$ cat src/rtl/p2_link_pkg.sv
// Shared definitions for the player-2 button link.
// The slave-side transmitter uses the same frame layout and parity rule.
package p2_link_pkg;

   localparam int FRAME_DATA_BITS = 5;

   localparam int BIT_UP     = 0;
   localparam int BIT_DOWN   = 1;
   localparam int BIT_LEFT   = 2;
   localparam int BIT_RIGHT  = 3;
   localparam int BIT_ATTACK = 4;

   typedef enum logic [2:0] {
      IDLE,
      START,
      DATA,
      PARITY,
      STOP
   } rx_state_t;

   // Odd parity: data bits plus the returned bit always hold an odd number of 1s.
   function automatic logic odd_parity(input logic [FRAME_DATA_BITS-1:0] data);
      return ~(^data);
   endfunction

endpackage

$ cat src/rtl/p2_btn_link_rx_sync_2ff.sv
// Two-flop synchronizer for the asynchronous serial line.
// Resets to 1 so a UART-style idle line does not look like a start bit.
module sync_2ff (
   input  logic clk,
   input  logic rst_n,
   input  logic d,
   output logic q
);

   logic meta;

   always_ff @(posedge clk or negedge rst_n) begin
      if (!rst_n) begin
         meta <= 1'b1;
         q    <= 1'b1;
      end else begin
         meta <= d;
         q    <= meta;
      end
   end

endmodule

$ cat src/rtl/p2_btn_link_rx.sv
// Player-2 button link receiver: framed, odd-parity serial input decoded into
// registered button outputs, with link-loss timeout that releases all buttons.
module p2_btn_link_rx
   import p2_link_pkg::*;
#(
   parameter int CLKS_PER_BIT   = 868,
   parameter int TIMEOUT_CYCLES = 5000000,
   parameter int ERR_W          = 8
) (
   input  logic             clk,
   input  logic             rst_n,
   input  logic             rx_pin,
   output logic             player2UpBtn,
   output logic             player2DownBtn,
   output logic             player2LeftBtn,
   output logic             player2RightBtn,
   output logic             player2AttackBtn,
   output logic             frame_valid,
   output logic             parity_err,
   output logic             frame_err,
   output logic             link_up,
   output logic [ERR_W-1:0] err_count
);

   localparam int TIMER_W = $clog2(CLKS_PER_BIT);
   localparam int TO_W    = $clog2(TIMEOUT_CYCLES);

   localparam logic [TIMER_W-1:0] HALF_LAST = TIMER_W'(CLKS_PER_BIT / 2 - 1);
   localparam logic [TIMER_W-1:0] BIT_LAST  = TIMER_W'(CLKS_PER_BIT - 1);
   localparam logic [TO_W-1:0]    TO_LAST   = TO_W'(TIMEOUT_CYCLES - 1);
   localparam logic [2:0]         LAST_IDX  = 3'(FRAME_DATA_BITS - 1);

   logic                       rx_s;
   rx_state_t                  state;
   rx_state_t                  state_next;
   logic [TIMER_W-1:0]         timer;
   logic [2:0]                 bit_idx;
   logic [FRAME_DATA_BITS-1:0] shift;
   logic                       par_bit;
   logic [FRAME_DATA_BITS-1:0] btn;
   logic [TO_W-1:0]            to_cnt;

   logic timer_clr;
   logic enter_data;
   logic sample_data;
   logic sample_par;
   logic stop_eval;
   logic good_frame;
   logic bad_stop;
   logic bad_par;
   logic timed_out;

   sync_2ff u_sync (
      .clk   (clk),
      .rst_n (rst_n),
      .d     (rx_pin),
      .q     (rx_s)
   );

   always_ff @(posedge clk or negedge rst_n) begin
      if (!rst_n) begin
         state <= IDLE;
      end else begin
         state <= state_next;
      end
   end

   // Each non-idle state waits on the bit timer, then samples mid-bit.
   always_comb begin
      state_next  = state;
      timer_clr   = 1'b0;
      enter_data  = 1'b0;
      sample_data = 1'b0;
      sample_par  = 1'b0;
      stop_eval   = 1'b0;
      case (state)
         IDLE: begin
            if (!rx_s) begin
               state_next = START;
               timer_clr  = 1'b1;
            end
         end
         START: begin
            if (timer == HALF_LAST) begin
               timer_clr = 1'b1;
               if (rx_s) begin
                  state_next = IDLE;
               end else begin
                  state_next = DATA;
                  enter_data = 1'b1;
               end
            end
         end
         DATA: begin
            if (timer == BIT_LAST) begin
               timer_clr   = 1'b1;
               sample_data = 1'b1;
               if (bit_idx == LAST_IDX) begin
                  state_next = PARITY;
               end
            end
         end
         PARITY: begin
            if (timer == BIT_LAST) begin
               timer_clr  = 1'b1;
               sample_par = 1'b1;
               state_next = STOP;
            end
         end
         STOP: begin
            if (timer == BIT_LAST) begin
               timer_clr  = 1'b1;
               stop_eval  = 1'b1;
               state_next = IDLE;
            end
         end
         default: state_next = IDLE;
      endcase
   end

   // A bad stop bit outranks a parity failure.
   assign bad_stop   = stop_eval && !rx_s;
   assign bad_par    = stop_eval && rx_s && (odd_parity(shift) != par_bit);
   assign good_frame = stop_eval && rx_s && (odd_parity(shift) == par_bit);
   assign timed_out  = (to_cnt == TO_LAST);

   always_ff @(posedge clk or negedge rst_n) begin
      if (!rst_n) begin
         timer   <= '0;
         bit_idx <= '0;
         shift   <= '0;
         par_bit <= 1'b0;
      end else begin
         if (state == IDLE || timer_clr) begin
            timer <= '0;
         end else begin
            timer <= timer + TIMER_W'(1);
         end
         if (enter_data) begin
            bit_idx <= '0;
         end else if (sample_data) begin
            bit_idx <= bit_idx + 3'd1;
         end
         // LSB arrives first, so shifting in from the top leaves d0 in bit 0.
         if (sample_data) begin
            shift <= {rx_s, shift[FRAME_DATA_BITS-1:1]};
         end
         if (sample_par) begin
            par_bit <= rx_s;
         end
      end
   end

   // A good frame landing on the timeout cycle still wins.
   always_ff @(posedge clk or negedge rst_n) begin
      if (!rst_n) begin
         btn         <= '0;
         link_up     <= 1'b0;
         to_cnt      <= '0;
         frame_valid <= 1'b0;
         parity_err  <= 1'b0;
         frame_err   <= 1'b0;
         err_count   <= '0;
      end else begin
         frame_valid <= good_frame;
         parity_err  <= bad_par;
         frame_err   <= bad_stop;
         if (good_frame) begin
            btn     <= shift;
            link_up <= 1'b1;
            to_cnt  <= '0;
         end else begin
            if (timed_out) begin
               btn     <= '0;
               link_up <= 1'b0;
            end else begin
               to_cnt <= to_cnt + TO_W'(1);
            end
         end
         if ((bad_par || bad_stop) && (err_count != '1)) begin
            err_count <= err_count + ERR_W'(1);
         end
      end
   end

   assign player2UpBtn     = btn[BIT_UP];
   assign player2DownBtn   = btn[BIT_DOWN];
   assign player2LeftBtn   = btn[BIT_LEFT];
   assign player2RightBtn  = btn[BIT_RIGHT];
   assign player2AttackBtn = btn[BIT_ATTACK];

endmodule
$ cat config.mk
export PLATFORM = sky130hd
export DESIGN_NAME = p2_btn_link_rx
export DESIGN_NICKNAME = d
export VERILOG_FILES = /design/src/rtl/p2_link_pkg.sv /design/src/rtl/p2_btn_link_rx_sync_2ff.sv /design/src/rtl/p2_btn_link_rx.sv
export SDC_FILE = /design/constraint.sdc
export NUM_CORES = 1
export LEC_CHECK = 0
export ABC_AREA = 0
export CAP_MARGIN = 20
export CORE_MARGIN = 1
export CORE_UTILIZATION = 56
export DETAILED_ROUTE_END_ITERATION = 8
export GPL_TIMING_DRIVEN = 0
export PLACE_DENSITY = 0.77
export SYNTH_ARGS = -nofsm -noshare
export SYNTH_HDL_FRONTEND = slang
export SYNTH_SLANG_ARGS = --single-unit
$ cat constraint.sdc
create_clock -name clk -period 2.9 [get_ports clk]
set_clock_uncertainty 0.05 [all_clocks]
set_input_delay 0.29 -clock clk [delete_from_list [all_inputs] [get_ports clk]]
set_output_delay 0.29 -clock clk [all_outputs]
set_load 0.02 [all_outputs]
[Word level (Yosys, flattened, before mapping)]
Cells that the tools add are included.
Cells by class
  reduce and logical (&&, ||, !) cells: 14
  equal/unequal tests: 18
  bitwise operators: 1
  $add $sub $neg: 4
  mux-type cells: 26
Operator list (number)
  23-bit 2-to-1 mux: 2
  3-bit 2-to-1 mux: 8
  23-bit by 1-bit adder with 23-bit output (second input constant): 1
  23-bit == test (second input constant): 1
  3-bit one-hot mux with 5 select lines: 1
  2-bit != test (second input constant): 7
  10-bit by 1-bit adder with 10-bit output (second input constant): 1
  10-bit == test (second input constant): 1
  10-bit by 9-bit == test with 1-bit output (second input constant): 1
  1-bit 2-to-1 mux: 10
  10-bit 2-to-1 mux: 1
  5-bit 2-to-1 mux: 2
  8-bit by 1-bit adder with 8-bit output (second input constant): 1
  8-bit != test (second input constant): 1
  3-bit by 2-bit == test with 1-bit output (second input constant): 2
  3-bit == test (second input constant): 2
  6-bit AND reduction: 1
  1-bit logical AND: 5
  5-bit XOR reduction: 1
  2-bit nonzero test: 2
  3-bit by 1-bit adder with 3-bit output (second input constant): 1
  3-bit by 1-bit == test with 1-bit output (second input constant): 1
  3-bit logical NOT: 1
  1-bit one-hot mux with 3 select lines: 1
  other kinds (7): 8
Word-level totals
  bits of input ports: 3
  output and inout bits: 17
  bits in registers: 64
  word-level logic and storage cells: 77

[Logic depth before layout (Yosys ltp)]
Gate-level depths: netlist of the first run.
  depth in word-level cells: 7
  gate-level depth with buffers: 8
  depth with buffers taken out: 7

[By module]
Synthesis of the first run repeated with hierarchy kept, for this count alone.
Second synthesis, totals
  cell total of the unflattened synthesis: 311
  area total of the unflattened synthesis: 3099.2 um^2
Modules (own cells, without submodules)
  p2_btn_link_rx: times used 1, sequential area each 1551.5 um^2, cells each 309, area an instance 3046.7 um^2
  sync_2ff: times used 1, sequential area each 52.6 um^2, cells each 2, area an instance 52.6 um^2

[Worst setup path before layout of the first run]
Ideal clock, no wire load.
  path type: register to register
  start point: register timer[2]
  end point: register err_count[1]
  stages on the path, launching flop included: 6
  path slack: 780 ps
  arrival time: 1945 ps
  setup time: 125 ps
  buffers on the path: 0
  data required time: 2725 ps
  clock period less this slack: 2120 ps
  cells stage by stage: dfrtp_1 or3b_4 or4_4 a31oi_4 nand2_2 mux2_4
Between the ends
  cells in the longest elaborated chain, start to end: 7
  elaborated cells on any way between the ends: 8
  classes of those cells: 1 x eq/ne; 2 x mux; 5 x reduce/logical
RTL lines
  start, declared: line p2_btn_link_rx.sv:36  | logic [TIMER_W-1:0] timer;
  start signal, assigned: line p2_btn_link_rx.sv:137  | timer <= timer + TIMER_W'(1);
  10-bit == test *: line p2_btn_link_rx.sv:111  | if (timer == BIT_LAST) begin
  1-bit 2-to-1 mux *: line p2_btn_link_rx.sv:111
  1-bit 2-to-1 mux *: line p2_btn_link_rx.sv:76  | case (state)
  1-bit logical AND (2 in series): line p2_btn_link_rx.sv:123  | assign bad_par = stop_eval && rx_s && (odd_parity(shift) != par_bit);
  1-bit logical OR *: line p2_btn_link_rx.sv:180  | if ((bad_par || bad_stop) && (err_count != '1)) begin
  1-bit logical AND *: line p2_btn_link_rx.sv:180
  end signal, assigned: line p2_btn_link_rx.sv:181  | err_count <= err_count + ERR_W'(1);
  end, declared: line p2_btn_link_rx.sv:22  | output logic [ERR_W-1:0] err_count
Every way passes the cells marked *; elsewhere a longest branch is shown, timed or not.
A chain may end at the register's enable or synchronous reset.

[Final worst setup path of the first run]
  start point: register timer[2]
  end point: register to_cnt[6]
Between the ends
  cells in the longest elaborated chain, start to end: 6
  elaborated cells on any way between the ends: 7
  classes of those cells: 2 x eq/ne; 3 x mux; 2 x reduce/logical
RTL lines
  10-bit == test *: line p2_btn_link_rx.sv:111
  1-bit 2-to-1 mux *: line p2_btn_link_rx.sv:111
  1-bit 2-to-1 mux *: line p2_btn_link_rx.sv:76
  1-bit logical AND * (2 in series): line p2_btn_link_rx.sv:124  | assign good_frame = stop_eval && rx_s && (odd_parity(shift) == par_bit);
  2-bit != test (no source line) or 23-bit 2-to-1 mux (tied branches)
  end signal, assigned: line p2_btn_link_rx.sv:177  | to_cnt <= to_cnt + TO_W'(1);
  end, declared: line p2_btn_link_rx.sv:41  | logic [TO_W-1:0] to_cnt;
Marked as above.

==> flow_summary_export.csv, run 1 <==
group,metric,value,unit
cts,cts_tree,"done",
timing,hold_viol,0,
min_path,worstHoldPathCells,1,
worst_setup_path,slowest_delay,0.44,ns
synthesis,synth-main-ff-cell,"dfrtp_1",
worst_setup_path,cp-start-kind,"flop",
timing,fin_crit,2.25,ns
timing,maxSlewHeadroom,37.2,%
min_path,min_from,"rx_pin",
min_path,whs_endpoint,"u_sync.meta$_DFF_PN1_",
timing,max_freq,445,MHz
min_path,worstHoldPathType,"input port to flop",
worst_setup_path,r2r_slack,0.65,ns
synthesis,ys_top_cells_by_area,"dfrtp_1 (50%), xnor2_1 (7.1%), nor2_1 (5.4%)",
final_layout,finalInstanceArea,3550,µm²
worst_setup_path,r2r_cells,6,
detailed_routing,wl_per_cell,13.5,µm
cts,hold_buffers,1,
timing,slew_viol_final,0,
cts,clk_path_buf_depth,2,
timing,rsz0062_at_grt,"false",
worst_setup_path,slowest_stage,"dfrtp_1",
timing,max_slew.worst_pin.slew,0.934,ns
cts,h-tree-depth,3,
power,design_power_total,1590,µW
final_layout,diodes,0,
synthesis,synthesis.nets,309,
worst_setup_path,crit_path_end_kind,"flop",
synthesis,netlist_instances,300,
outcome,outcome,"finished, final reports clean",
floorplan,placementRows,26,
run,cap_violations,0,
worst_setup_path,critPathArrivalTime,2.39,ns
power,p_leak,0.00159,µW
place,gp_congestion,0.794,
final_layout,final_util,68.2,%
floorplan,initial_core_util,59.1,%
worst_setup_path,r2r_start,"timer[2]$_DFF_PN0_",
synthesis,post_synth_num_cell_types,44,
grt,grt_start_max_net_pins,39,
synthesis,avgSynthCellArea,10.3,µm²
synthesis,synth_area,3080,µm²
detailed_routing,firstDrtPassIters,4,
timing,setup_viol,0,
worst_setup_path,cp_cell_sequence,"or3b_4 > nor4_4 > and4_1 > buf_2 > buf_2 > nor3_1",
floorplan,die_h,76.1,µm
cts,root_buffer,"clkbuf_8",
floorplan,fp.dieW,76.1,µm
detailed_routing,vias,2209,
synthesis,synthTopCellsByCount,"dfrtp_1 (62), nor2_1 (44), nand2_1 (27)",
cts,post_cts_resized,0,
synthesis,yosysTopAreaCellShare,50.4,%
final_layout,drive_above_1_share,10.7,%
worst_setup_path,startpoint,"timer[2]$_DFF_PN0_",
grt,grt.total_usage,21.1,%
power,powerDensity,449,nW/µm²
cts,path_clk_slew,0.07,ns
final_layout,area_delta_synth_final,15.5,%
grt,grt-ovfl-total,0,
synthesis,ys_seq_area_share,52.2,%
worst_setup_path,critical-path-top-delay-family,"simple AND/OR/NAND/NOR gates",
grt,antenna_found_initial,0,
cts,clk_latency,0.34,ns
final_layout,nNetsFinal,341,
cts,clock_sinks,64,
worst_setup_path,path_buf_inv,2,
detailed_routing,ant_nets,0,
floorplan,io-pin-count,20,
place,postPlaceCellArea,3370,µm²
floorplan,die_area,5790,µm²
grt,grt_pass1_wl,9720,µm
detailed_routing,drc,0,
synthesis,synth_area_leader_cell,"dfrtp_1",
detailed_routing,routed_wl,5480,µm
place,hpwl,3920,µm
synthesis,ys_warn_count,0,
synthesis,async_flop_share,100,%
worst_setup_path,critPathMostFrequentCell,"buf_2",
synthesis,yosysMostFrequentCell,"dfrtp_1",
power,peakVddDrop,0.319,mV
worst_setup_path,worstReg2RegEnd,"to_cnt[6]$_DFFE_PN0P_",
timing,timing.final.crit_share,77.5,%
grt,grt_pass1_vias,2285,
place,port_buffers,19,
worst_setup_path,crit_type,"flop to flop",
synthesis,ys_ff_latch,64,
floorplan,core_region_area,5200,µm²
synthesis,synth_edf_count,0,
final_layout,regArea,1600,µm²
cts,cts_made_buffers,9,
detailed_routing,drtIter0Drc,87,
final_layout,n_fill_cell,400,
worst_setup_path,crit_required,3.05,ns
final_layout,multi_input_area,1400,µm²
cts,postCtsSetupRepairBufs,0,
detailed_routing,via_per_inst,5.44,
worst_setup_path,crit_fanout,10,
timing,worst_hold_slack,0.306,ns
logic make-up (layout without fill, tap and decap cells):
family	Yosys count	in the layout	share of synthesized area, %
DFF	64	64	52.2
muxes	8	8	3.01
AOI/OAI and AO/OA	27	27	5.86
buffers and inverters	19	55	2.48
and+or+nand+nor	139	139	23.1
xor gates and xnor gates	37	37	11.0
adders and majority gates	6	6	2.44
layer usage:
metal	track usage [%]	up-vias	share of wire, %
li1	-	1100	-
met1	24.6	1070	46
met2	36.4	27	50
met3	6.23	12	2.6
met4	8.65	0	1.7
met5	0	-	0
placed cells by master (no fill, tap or decap), types with 3 or more instances in the layout:
| cell | n |
|---|---|
| and3_1 | 7 |
| clkbuf_1 | 4 |
| or4_1 | 5 |
| inv_1 | 12 |
| clkbuf_8 | 11 |
| o21ai_0 | 7 |
| a21oi_1 | 9 |
| clkdlybuf4s50_1 | 18 |
| buf_2 | 5 |
| nand2_1 | 27 |
| dfrtp_1 | 62 |
| nand4_1 | 10 |
| nor3_1 | 7 |
| or3_1 | 4 |
| mux2_2 | 6 |
| xnor2_1 | 25 |
| nor4_1 | 4 |
| and4_1 | 3 |
| nor2_1 | 44 |
| xor2_1 | 11 |
| ha_1 | 6 |
| nand3_1 | 16 |
flip-flops by register name, summed over array words and instances, names as in the netlist:
register,flops
par_bit,1
u_sync.meta,1
bit_idx,3
frame_err,1
state,3
parity_err,1
frame_valid,1
u_sync.q,1
to_cnt,23
btn,5
timer,10
link_up,1
err_count,8
shift,5
worst max-delay path by stage:
stage / endpoint / slack, ns / cells after the start
floorplan: err_count[1]$_DFFE_PN0P_ / 0.78 / 5
global placement: timer[0]$_DFF_PN0_ / -0.52 / 1
detailed placement: to_cnt[6]$_DFFE_PN0P_ / 0.63 / 6
CTS: to_cnt[6]$_DFFE_PN0P_ / 0.63 / 6
global route: btn[2]$_DFFE_PN0P_ / 0.49 / 7
finish: to_cnt[6]$_DFFE_PN0P_ / 0.65 / 6
per-stage QoR:
stage / TNS (ns) / worst slack, ns / std cells
global route: 0 / 0.486 / 406
global placement: -32.22 / -0.524 / 389
detailed placement: 0 / 0.626 / 390
floorplan: 0 / 0.780 / 300
finish: 0 / 0.651 / 406
CTS: 0 / 0.631 / 406
final cells by class:
| cell class | instances | area share, % |
|---|---|---|
| Buffer | 7 | 0.881 |
| Clock buffer | 12 | 4.37 |
| Clock inverter | 3 | 0.493 |
| Inverter | 12 | 1.27 |
| Multi-Input combinational cell | 217 | 39.3 |
| Sequential cell | 64 | 45.2 |
| Tap cell | 70 | 2.47 |
| Timing Repair Buffer | 21 | 6.06 |
where the power goes:
group / switching, µW / internal (µW)
clock network: 323 / 349
logic: 17.9 / 5.75
registers: 1.42 / 895
No activity file was read; power rests on OpenSTA's default activity.
==> inputs of run 2 (changes only) <==
==> constraint.sdc (replaced) <==
create_clock -name clk -period 2.2 [get_ports clk]
set_clock_uncertainty 0.05 [all_clocks]
set_input_delay 0.22 -clock clk [delete_from_list [all_inputs] [get_ports clk]]
set_output_delay 0.22 -clock clk [all_outputs]
set_load 0.02 [all_outputs]
==> flow_summary_export.csv, run 2 (synthesized netlist as in run 1, its figures left out) <==
group,metric,value,unit
worst_setup_path,cp-start-kind,"flop",
detailed_routing,vias,2245,
floorplan,initial_core_util,59.1,%
worst_setup_path,worstReg2RegEnd,"err_count[1]$_DFFE_PN0P_",
run,cap_violations,0,
final_layout,largest_register_ffs,23,
final_layout,registers.top_by_ff_count,"to_cnt",
power,peakVddDrop,0.421,mV
detailed_routing,drc,0,
cts,clk_latency,0.34,ns
cts,clk_path_buf_depth,2,
floorplan,placementRows,26,
cts,path_clk_slew,0.06,ns
detailed_routing,drtIter0Drc,102,
detailed_routing,wl_per_cell,13.5,µm
final_layout,layout_common_cells,"dfrtp_1 (62), nor2_1 (44), nand2_1 (27)",
outcome,outcome,"finished, final reports clean",
timing,max_freq,468,MHz
cts,cts_made_buffers,9,
worst_setup_path,slowest_delay,0.53,ns
worst_setup_path,critPathArrivalTime,2.31,ns
timing,rsz0062_at_grt,"false",
grt,grt.total_usage,21.1,%
detailed_routing,via_per_inst,5.49,
grt,grt_pass1_vias,2297,
worst_setup_path,crit_required,2.37,ns
power,power_frac_seq,56.3,%
timing,slew_viol_final,0,
final_layout,drive_above_1_share,13.0,%
worst_setup_path,r2r_start,"timer[2]$_DFF_PN0_",
worst_setup_path,cp_cell_sequence,"or3b_4 > or4_4 > a31oi_4 > nand2_2 > mux2_4",
detailed_routing,ant_nets,0,
worst_setup_path,r2r_slack,0.06,ns
timing,worst_slack,0.0644,ns
power,p_switching,453,µW
timing,max_slew.worst_pin.slew,0.630,ns
floorplan,core_region_area,5200,µm²
timing,maxSlewHeadroom,57.7,%
worst_setup_path,crit_type,"flop to flop",
detailed_routing,firstDrtPassIters,4,
floorplan,fp.dieW,76.1,µm
cts,cts_tree,"done",
min_path,min_from,"rx_pin",
power,powerDensity,584,nW/µm²
final_layout,fin_cells,409,
detailed_routing,wl_met2,2760,µm
grt,grt-ovfl-total,0,
place,postPlaceCellArea,3370,µm²
min_path,worstHoldPathCells,1,
worst_setup_path,path_buf_inv,0,
worst_setup_path,crit_path_end_kind,"flop",
timing,hold_viol,0,
place,hpwl,3920,µm
place,dpl.cell_count,390,
timing,worst_hold_slack,0.236,ns
worst_setup_path,r2r_cells,5,
final_layout,diodes,0,
worst_setup_path,critical-path-top-delay-family,"simple AND/OR/NAND/NOR gates",
cts,root_buffer,"clkbuf_8",
final_layout,final_util,69.1,%
min_path,worstHoldPathType,"input port to flop",
place,pre_cts_slack,-0.0736,ns
detailed_routing,met3_length,205,µm
place,port_buffers,19,
timing,setup_viol,0,
cts,clock_sinks,64,
worst_setup_path,slowest_stage,"or4_4",
grt,grt_pass1_wl,9740,µm
power,pwr-share-clk,42.2,%
grt,antenna_found_initial,0,
timing,fin_crit,2.14,ns
floorplan,die_area,5790,µm²
final_layout,nNetsFinal,344,
power,p_leak,0.00161,µW
detailed_routing,highest_layer,"met4",
cts,h-tree-depth,3,
floorplan,die_h,76.1,µm
detailed_routing,m1WireLength,2460,µm
detailed_routing,routed_wl,5520,µm
power,power_frac_comb,1.5,%
final_layout,finalInstanceArea,3600,µm²
final_layout,top_regs,"to_cnt (23), timer (10), err_count (8)",
timing,timing.final.crit_share,97.1,%
place,gp_congestion,0.794,
floorplan,io-pin-count,20,
power,swShare,21.6,%
power,p_int,1650,µW
grt,grt_start_max_net_pins,39,
min_path,whs_endpoint,"u_sync.meta$_DFF_PN1_",
final_layout,area_delta_synth_final,17.0,%
final_layout,layout_commonest_cell,"dfrtp_1",
worst_setup_path,crit_fanout,5,
## run 2: final cells by class
class	instances	area (µm²)
plain buffers	7	31.3
clock buffers	12	155
clock inverters	3	17.5
fillers	398	1610
inverters	12	45.0
multi-input cells	217	1420
flip-flops and latches	64	1600
well taps	70	87.6
repair buffers	24	238
## run 2: timing repair
action                     CTS  global route
buffers inserted             2             1
hold buffers                 1             0
gates resized for setup      0             5
hold endpoints to repair    26             0
pin swaps                    1             1
cloned                       0             0
setup endpoints to repair   36            40
## run 2: how the worst max path moves through the flow
| stage | from | endpoint | slack, ns | cells after the start |
|---|---|---|---|---|
| 2_1_floorplan | timer[2]$_DFF_PN0_ | err_count[1]$_DFFE_PN0P_ | 0.08 | 5 |
| 3_3_place_gp | rst_n | timer[0]$_DFF_PN0_ | -1.15 | 1 |
| 3_5_place_dp | timer[2]$_DFF_PN0_ | to_cnt[6]$_DFFE_PN0P_ | -0.07 | 6 |
| 4_1_cts | timer[3]$_DFF_PN0_ | err_count[1]$_DFFE_PN0P_ | 0.01 | 5 |
| 5_1_grt | timer[0]$_DFF_PN0_ | err_count[1]$_DFFE_PN0P_ | 0.003 | 6 |
| 6_report | timer[2]$_DFF_PN0_ | err_count[1]$_DFFE_PN0P_ | 0.06 | 5 |
## run 2: power by group through the flow
stage	Sequential (µW)	Combinational [µW]	Clock, µW
after floorplan	1200	1.60	0
after global placement	1200	28.2	0
after detailed placement	1200	32.1	0
after CTS	1180	33.5	912
after global routing	1180	37.7	958
final	1180	31.3	887
## run 2: per-layer routing
layer  up-vias  track usage (%)
met4         0             8.65
met1      1082             24.7
met2        46             36.3
li1       1104                -
met3        13             6.23
met5         -                0
## run 2: stage by stage
| step | total power, µW | setup TNS (ns) |
|---|---|---|
| 6_report | 2100 | 0 |
| 4_1_cts | 2130 | 0 |
| 3_3_place_gp | 1230 | -73.75 |
| 2_1_floorplan | 1210 | 0 |
| 3_5_place_dp | 1240 | -1.69 |
| 5_1_grt | 2180 | 0 |
## run 2: worst register-to-register path, delay by kind of cell, from the launching register on
kind | cells | cell delay [ns]
AO/OA/AOI/OAI | 1 | 0.23
flip-flops | 1 | 0.38
multiplexers | 1 | 0.31
AND/OR/NAND/NOR | 3 | 1.05
==> inputs of run 3 (changes only) <==
--- a/config.mk
+++ b/config.mk
@@ -5,13 +5,13 @@
 export SDC_FILE = /design/constraint.sdc
 export NUM_CORES = 1
 export LEC_CHECK = 0
-export ABC_AREA = 0
+export ABC_AREA = 1
 export CAP_MARGIN = 20
 export CORE_MARGIN = 1
 export CORE_UTILIZATION = 56
 export DETAILED_ROUTE_END_ITERATION = 8
 export GPL_TIMING_DRIVEN = 0
-export PLACE_DENSITY = 0.77
+export PLACE_DENSITY = 0.76
 export SYNTH_ARGS = -nofsm -noshare
 export SYNTH_HDL_FRONTEND = slang
 export SYNTH_SLANG_ARGS = --single-unit
==> flow_summary_export.csv, run 3 <==
group,metric,value,unit
outcome,outcome,"finished, final reports clean",
grt,antenna_found_initial,0,
power,powerDensity,561,nW/µm²
final_layout,finalInstanceArea,4120,µm²
floorplan,io-pin-count,20,
worst_setup_path,critical-path-top-delay-family,"simple AND/OR/NAND/NOR gates",
cts,postCtsSetupRepairBufs,0,
synthesis,synth_area_leader_cell,"dfrtp_1",
floorplan,initial_core_util,59.6,%
worst_setup_path,critPathArrivalTime,2.03,ns
worst_setup_path,crit_path_end_kind,"flop",
floorplan,die_h,82.3,µm
floorplan,fp.dieW,82.3,µm
timing,fin_crit,1.81,ns
synthesis,synth_edf_count,0,
power,design_power_total,2310,µW
synthesis,synth_area,3610,µm²
worst_setup_path,crit_fanout,9,
run,cap_violations,0,
worst_setup_path,critPathMostFrequentCell,"nand3_2",
final_layout,layout_common_cells,"nand2_1 (117), dfrtp_1 (62), inv_1 (57)",
place,gp_congestion,0.919,
synthesis,yosysMostFrequentCell,"nand2_1",
detailed_routing,drc,0,
final_layout,drive_above_1_share,12.5,%
timing,slew_viol_final,0,
power,p_int,1820,µW
place,pre_cts_slack,0.406,ns
place,hpwl,5330,µm
floorplan,die_area,6780,µm²
timing,setup_tns,0,ns
power,power_frac_seq,51.1,%
worst_setup_path,cp-start-kind,"flop",
worst_setup_path,slowest_delay,0.47,ns
synthesis,avgSynthCellArea,7.70,µm²
final_layout,area_delta_synth_final,14.0,%
synthesis,ys_top_cells_by_area,"dfrtp_1 (43%), nand2_1 (12%), inv_1 (5.9%)",
timing,timing.final.crit_share,82.1,%
worst_setup_path,crit_required,2.43,ns
detailed_routing,via_per_inst,5.35,
grt,grt_pass1_wl,12300,µm
grt,grt.total_usage,24.3,%
min_path,worstHoldPathCells,1,
cts,hold_buffers,1,
final_layout,regArea,1600,µm²
final_layout,nNetsFinal,509,
place,port_buffers,19,
worst_setup_path,startpoint,"to_cnt[0]$_DFFE_PN0P_",
min_path,min_from,"rx_pin",
timing,max_freq,553,MHz
synthesis,post_synth_num_cell_types,36,
worst_setup_path,r2r_start,"to_cnt[0]$_DFFE_PN0P_",
timing,hold_viol,0,
final_layout,final_util,68.0,%
floorplan,placementRows,28,
synthesis,synthTopCellsByCount,"nand2_1 (117), dfrtp_1 (62), inv_1 (57)",
synthesis,ys_warn_count,0,
detailed_routing,firstDrtPassIters,5,
floorplan,core_region_area,6060,µm²
power,power_frac_comb,1.3,%
cts,path_clk_slew,0.07,ns
final_layout,layout_commonest_cell,"nand2_1",
cts,root_buffer,"clkbuf_8",
power,swShare,21.2,%
detailed_routing,ant_nets,0,
final_layout,n_fill_cell,504,
cts,clock_sinks,64,
synthesis,ys_seq_area_share,44.4,%
worst_setup_path,slowest_stage,"dfrtp_1",
power,peakVddDrop,0.509,mV
synthesis,async_flop_share,100,%
cts,h-tree-depth,3,
detailed_routing,routed_wl,7270,µm
worst_setup_path,cp_cell_sequence,"ha_1 > nand3_2 > nor3_2 > nand3_2 > clkinv_1 > nand3_1 > o21ai_1",
synthesis,yosysTopAreaCellShare,42.9,%
power,pwr-share-clk,47.6,%
synthesis,synthesis.nets,478,
synthesis,netlist_instances,469,
cts,cts_tree,"done",
cts,post_cts_resized,0,
final_layout,registers.top_by_ff_count,"to_cnt",
timing,rsz0062_at_grt,"false",
cts,cts_made_buffers,9,
final_layout,top_regs,"to_cnt (23), timer (10), err_count (8)",
timing,setup_viol,0,
cts,clk_latency,0.35,ns
synthesis,ys_ff_latch,64,
grt,grt_start_max_net_pins,65,
synthesis,synth-main-ff-cell,"dfrtp_1",
timing,worst_slack,0.393,ns
detailed_routing,wl_per_cell,12.5,µm
place,postPlaceCellArea,3890,µm²
final_layout,diodes,0,
cts,clk_path_buf_depth,2,
power,p_switching,490,µW
timing,maxSlewHeadroom,47.1,%
worst_setup_path,r2r_cells,7,
grt,grt_pass1_vias,2815,
detailed_routing,vias,3102,
worst_setup_path,crit_type,"flop to flop",
final_layout,multi_input_area,1720,µm²
detailed_routing,drtIter0Drc,252,
grt,grt-ovfl-total,0,
power,p_leak,0.00203,µW
timing,max_slew.worst_pin.slew,0.794,ns
final_layout,largest_register_ffs,23,
worst_setup_path,cp_num_cells,7,
min_path,worstHoldPathType,"input port to flop",
worst_setup_path,path_buf_inv,1,
[run 3: kinds of logic (layout without fill, tap and decap cells)]
logic type | after synthesis | in the layout | synth area share (%)
AND/OR/NAND/NOR | 270 | 270 | 35.2
flip-flops | 64 | 64 | 44.4
AO/OA/AOI/OAI | 39 | 39 | 6.54
adder cells (fa/ha/maj) | 6 | 6 | 2.08
XOR/XNOR | 16 | 16 | 3.88
buffers and inverters | 74 | 110 | 7.93
[run 3: worst paths after layout]
check                      slack [ns]                    end
min in group asynchronous        0.44     timer[4]$_DFF_PN0_
setup / recovery                 0.39  to_cnt[0]$_DFFE_PN0P_
setup reg to reg                 0.39  to_cnt[0]$_DFFE_PN0P_
hold / removal                   0.23  u_sync.meta$_DFF_PN1_
hold reg to reg                  0.31     u_sync.q$_DFF_PN1_
max in group asynchronous        1.13  frame_valid$_DFF_PN0_
[run 3: power groups by stage]
stage,Combinational (µW),Clock [µW],Sequential [µW]
detailed placement,30.7,0,1200
CTS,32.2,1130,1180
finish,29.9,1100,1180
global route,36.3,1170,1180
global placement,31.3,0,1200
floorplan,3.25,0,1200
[run 3: metal layers]
| layer | GRT usage [%] | wire [µm] |
|---|---|---|
| met4 | 10.0 | 138 |
| met5 | 0 | 0 |
| met1 | 30.8 | 3350 |
| met3 | 7.03 | 459 |
| met2 | 38.7 | 3330 |
[run 3: metrics by stage]
step	std cells	hold WS, ns
after global placement	563	0.297
after CTS	580	0.212
final	580	0.228
after global routing	580	0.219
after floorplan	469	-0.126
after detailed placement	563	0.301
[run 3: cell type report]
type                            count  share of cell area, %
Clock buffer                       11                   3.19
Tap cell                           75                   2.28
Buffer                              2                  0.395
Multi-Input combinational cell    331                   41.8
Inverter                           72                   6.56
Sequential cell                    64                   38.9
Clock inverter                      5                   2.00
Timing Repair Buffer               20                   4.80
[run 3: worst reg2reg max path: stages, from the launching register on]
cell,delay (ns)
dfrtp_1,0.47
ha_1,0.29
nand3_2,0.17
nor3_2,0.21
nand3_2,0.25
clkinv_1,0.15
nand3_1,0.08
o21ai_1,0.08
